File: src/rtl/cpu_pkg.sv
// cpu_pkg: shared widths, halt opcode and fetch FSM state encoding
package cpu_pkg;
  localparam int ADDR_W_DEF = 8;
  localparam int DATA_W_DEF = 16;
  localparam logic [DATA_W_DEF-1:0] HALT_OPCODE = '0;
  typedef enum logic [2:0] {S_IDLE, S_FETCH, S_LOAD, S_DECODE, S_EXECUTE, S_HALT} state_t;
endpackage

File: src/rtl/exec_watchdog.sv
// exec_watchdog: counts enabled cycles from zero and flags when LIMIT is reached
module exec_watchdog #(
  parameter int LIMIT = 255
) (
  input  logic clk,
  input  logic rst_n,
  input  logic clear,
  input  logic enable,
  output logic expired
);
  localparam int W = $clog2(LIMIT + 1);
  logic [W-1:0] count;
  assign expired = count == W'(LIMIT);
  always_ff @(posedge clk or negedge rst_n)
    if (!rst_n) count <= '0;
    else if (clear) count <= '0;
    else if (enable && !expired) count <= count + W'(1);
endmodule

File: src/rtl/fetch_unit.sv
// fetch_unit: fetch/load/decode/execute sequencer driving program memory and the decoder strobe
module fetch_unit
  import cpu_pkg::*;
#(
  parameter int ADDR_W       = ADDR_W_DEF,
  parameter int DATA_W       = DATA_W_DEF,
  parameter int EXEC_TIMEOUT = 255
) (
  input  logic              clk,
  input  logic              rst_n,
  input  logic              run,
  output logic              mem_rd,
  output logic [ADDR_W-1:0] mem_addr,
  input  logic [DATA_W-1:0] mem_rdata,
  input  logic              mem_valid,
  output logic [DATA_W-1:0] instruction,
  output logic              IRin,
  input  logic              exec_done,
  input  logic              jump_en,
  input  logic [ADDR_W-1:0] jump_addr,
  output logic [ADDR_W-1:0] pc,
  output logic              halted,
  output logic              timeout_err
);
  state_t state, state_next;
  logic in_exec, expired, is_halt_op;
  assign in_exec = state == S_EXECUTE;
  assign is_halt_op = instruction == DATA_W'(HALT_OPCODE);
  assign mem_addr = pc;
  exec_watchdog #(.LIMIT(EXEC_TIMEOUT)) u_watchdog (
    .clk, .rst_n, .clear(!in_exec), .enable(in_exec), .expired
  );
  always_comb begin
    state_next = state;
    case (state)
      S_IDLE:    state_next = run ? S_FETCH : S_IDLE;
      S_FETCH:   state_next = mem_valid ? S_LOAD : S_FETCH;
      S_LOAD:    state_next = S_DECODE;
      S_DECODE:  state_next = is_halt_op ? S_HALT : S_EXECUTE;
      S_EXECUTE: state_next = exec_done ? (run ? S_FETCH : S_IDLE) : expired ? S_HALT : S_EXECUTE;
      S_HALT:    state_next = S_HALT;
      default:   state_next = S_IDLE;
    endcase
  end
  // Strobes are registered from the next state so they are glitch-free and aligned with it
  always_ff @(posedge clk or negedge rst_n)
    if (!rst_n) begin
      state       <= S_IDLE;
      pc          <= '0;
      instruction <= '0;
      IRin        <= 1'b0;
      mem_rd      <= 1'b0;
      halted      <= 1'b0;
      timeout_err <= 1'b0;
    end else begin
      state  <= state_next;
      mem_rd <= state_next == S_FETCH;
      IRin   <= state_next == S_LOAD;
      halted <= state_next == S_HALT;
      if (state == S_FETCH && mem_valid) instruction <= mem_rdata;
      if (in_exec && exec_done) pc <= jump_en ? jump_addr : pc + ADDR_W'(1);
      if (in_exec && !exec_done && expired) timeout_err <= 1'b1;
    end
endmodule
File: config.mk
export PLATFORM = sky130hd
export DESIGN_NAME = fetch_unit
export DESIGN_NICKNAME = d
export VERILOG_FILES = /design/src/rtl/cpu_pkg.sv /design/src/rtl/exec_watchdog.sv /design/src/rtl/fetch_unit.sv
export SDC_FILE = /design/constraint.sdc
export NUM_CORES = 1
export LEC_CHECK = 0
export ABC_AREA = 1
export CAP_MARGIN = 40
export CORE_MARGIN = 2
export CORE_UTILIZATION = 62
export DETAILED_ROUTE_END_ITERATION = 16
export DONT_BUFFER_PORTS = 1
export GPL_TIMING_DRIVEN = 1
export MAX_ROUTING_LAYER = met4
export PLACE_DENSITY_LB_ADDON = 0.1
export SETUP_SLACK_MARGIN = 0.05
export SLEW_MARGIN = 20
export SYNTH_ARGS = -nofsm -noshare
export SYNTH_HDL_FRONTEND = slang
export SYNTH_SLANG_ARGS = --single-unit
File: constraint.sdc
create_clock -name clk -period 1.5 [get_ports clk]
set_input_delay 0.225 -clock clk [delete_from_list [all_inputs] [get_ports clk]]
set_output_delay 0.225 -clock clk [all_outputs]
set_load 0.02 [all_outputs]
==> impl_metrics.ini <==
[die]
core_sq_mm = 0.003003
die-area_sq_mm = 0.003576
num_rows = 20
start_util_pct = 64.29
die_y_microns = 59.80
die_width_microns = 59.80
ioPinCount = 66

[setup_path]
crit_path_end_kind = register
r2r_start = u_watchdog.count[1]
required_ps = 1730
cp-endpoint = u_watchdog.count[7]
rr_endpoint = u_watchdog.count[7]
crit_path_frequent_cell = nand2_2
path_cells = ha_2 > nand2_2 > nor2_4 > nand2_4 > nand2_2 > o21ai_0 > nor2_1
crit_path_top_delay_cell = dfrtp_1
ff2ff_path_depth = 7
ff2ff_setup_slack_ps = 110
crit_type = reg2reg
max_stage_delay_ps = 420
cp.arrival_ps = 1620
cp-startpoint = u_watchdog.count[1]
start_kind = register
path_max_fanout = 5

[sta]
setup_viol = 0
period_share_pct = 92.49
hold_viol = 0
rsz0062_at_grt = no
relSlewSlack_pct = 70.02
slew_violations = 0
fin_setup_tns_ps = 0
skew_ps = 4.982
max_freq_mhz = 720.8
fin_crit_ps = 1387
tightest_slew_ps = 449.8

[global_route]
grt_antenna_before_repair = 0
grt_pass1_vias = 1535
grt_pass1_wl_microns = 6389
grt_max_degree = 40
gr-total-overflow = 0
grt_usage_pct = 24.66

[run_status]
outcome = complete, no violations

[cells_and_area]
post-route-util_pct = 74.67
fin_cells = 299
nFillCells = 227
fin_nets = 297
area_delta_synth_final_pct = 16.14
drive_gt1_share_pct = 15.41
num_antenna_cells = 0

[pwr]
p_sw_share_pct = 47.17
seqPwrFrac_pct = 50.1
power_mw = 4.274
vdd_ir_drop_max_uv = 1133
clkPwrFrac_pct = 14.2
p_sw_mw = 2.016
powerDensity_mw_per_mm2 = 1906
p_int_mw = 2.258
pwr-share-comb_pct = 35.7
leakage_nw = 1.129

[synthesis]
syn_inst = 242
synthesis.area_sq_mm = 0.001931
ys_warn_count = 0
synth.avg_cell_area_sq_um = 7.978
synth_seq_area_share_pct = 50.55
syn_nets = 274
synth_cell_types = 30
ys_ff_latch = 39

[place]
gp_congestion = 0.8411
dp.cells = 272
port-buffer-count = 0
hpwl_microns = 2604

[worst_hold_path]
min_path_type = in2reg
holdPathStages = 2

[clock_tree]
root_buffer = clkbuf_4
insertion_delay_ps = 340
htree_levels = 2
cts.sinks = 39
cts_buffers = 5
clk_pin_slew_ps = 110
cts.path.max_buffers = 2
tritoncts = yes

[drt]
vias = 1645
viasPerCell = 5.502
drtIter0Drc = 105
routed_wl_microns = 3989
wl_per_cell_microns = 13.34
drt_first_pass_iters = 4
drc = 0
detail-route-antenna-nets = 0

[run]
maxCapViolCount = 0
-- critical path: cells and delay by family, from the launching register on --
family	cells	cell delay (ps)
AO/OA/AOI/OAI	1	240
flip-flops	1	420
adder cells (fa/ha/maj)	1	200
AND/OR/NAND/NOR	5	420
-- metal layers --
layer,share of wire [%],up-vias,GRT usage (%)
li1,-,797,-
met1,41,766,28.69
met2,49,69,38.66
met3,7.5,13,9.307
met4,2.4,0,9.524
met5,0,-,-
-- cell families (layout without fill, tap and decap cells) --
logic type	count (synthesis)	count (layout)	synth area share, %
AND/OR/NAND/NOR	149	149	32.40
flip-flops	39	39	50.55
buffers and inverters	28	52	7.971
AO/OA/AOI/OAI	19	19	5.444
XOR/XNOR	4	4	1.815
adder cells (fa/ha/maj)	2	2	1.296
multiplexers	1	1	0.5185
-- worst min path at each step --
| stage | start | end | slack (ps) |
|---|---|---|---|
| CTS | mem_rdata[10] | instruction[10] | 7 |
| detailed placement | rst_n | mem_addr[6] | -70 |
| finish | mem_rdata[10] | instruction[10] | 7 |
| global route | mem_rdata[10] | instruction[10] | 5 |
| floorplan | rst_n | IRin | -70 |
| global placement | rst_n | mem_addr[6] | -70 |
-- per-stage QoR --
stage | hold slack [ps] | setup slack [ps] | cell area (sq um)
after floorplan | -70.59 | 191.7 | 1931
after global placement | -69.74 | 150.3 | 1944
after detailed placement | -69.45 | 81.17 | 1944
after CTS | 7.239 | 58.61 | 2183
after global routing | 4.991 | 25.89 | 2242
final | 6.512 | 112.6 | 2242
-- synth_stat cells --
master | instances | area, sq um
dfrtp_1 | 39 | 975.9
clkinv_1 | 1 | 3.750
a21oi_1 | 6 | 30.03
buf_4 | 8 | 60.06
buf_6 | 2 | 22.52
a31oi_1 | 1 | 6.260
xnor2_1 | 1 | 8.760
or2_2 | 1 | 6.260
o31ai_2 | 1 | 12.51
nor4_1 | 1 | 6.260
inv_1 | 12 | 45.04
buf_2 | 1 | 5.000
xor2_1 | 3 | 26.28
nand2_1 | 86 | 322.8
inv_2 | 3 | 11.26
inv_4 | 1 | 6.260
nor2_2 | 3 | 18.77
o21ai_0 | 9 | 45.04
ha_1 | 2 | 25.02
nor3_4 | 1 | 16.27
nand4_1 | 2 | 12.51
nor2_4 | 1 | 11.26
nand2_2 | 4 | 25.02
mux2i_1 | 1 | 10.01
o21ai_1 | 1 | 5.000
nor3_1 | 2 | 10.01
o22ai_1 | 1 | 6.260
and3_1 | 1 | 6.260
nor2_1 | 36 | 135.1
nand3_1 | 11 | 55.05
-- power groups by stage --
stage | Clock (mW) | Sequential (mW) | Combinational [mW]
after CTS | 0.606 | 2.15 | 1.47
after detailed placement | 0 | 2.17 | 1.41
final | 0.605 | 2.14 | 1.53
after global placement | 0 | 2.14 | 1.37
after floorplan | 0 | 2.19 | 1.17
after global routing | 0.660 | 2.21 | 1.75
-- layout by cell type (no fill, tap or decap), types with 2 or more instances in the layout --
master	instances
nand4_1	2
clkbuf_8	2
nor2_1	33
a21oi_1	6
buf_4	10
nand3_1	11
nand2_2	5
inv_4	2
clkbuf_4	5
dfrtp_1	38
inv_2	2
nor2_4	2
nor2_2	5
o21ai_0	9
xor2_1	3
dlygate4sd3_1	16
nand2_1	84
inv_1	12
-- flip-flops by register name, indices dropped and copies added (netlist names) --
| register | flops |
|---|---|
| IRin | 1 |
| halted | 1 |
| instruction | 16 |
| mem_addr | 8 |
| mem_rd | 1 |
| state | 3 |
| timeout_err | 1 |
| u_watchdog.count | 8 |
-- what timing repair did --
action / 4_1_cts / 5_1_grt
hold buffers: 16 / 1
endpoints found under the hold margin: 53 / 1
setup endpoints to repair: 0 / 11
resized for setup: 0 / 11
buffers inserted: 0 / 2
-- layout make-up --
| type | instances | area [sq um] | share of cell area (%) |
|---|---|---|---|
| flip-flops and latches | 39 | 977.2 | 43.58 |
| well taps | 33 | 41.29 | 1.842 |
| repair buffers | 27 | 255.2 | 11.38 |
| multi-input cells | 175 | 830.8 | 37.05 |
| clock buffers | 8 | 68.82 | 3.069 |
| inverters | 17 | 68.82 | 3.069 |
Note: power is estimated with default switching activity, not from simulation.
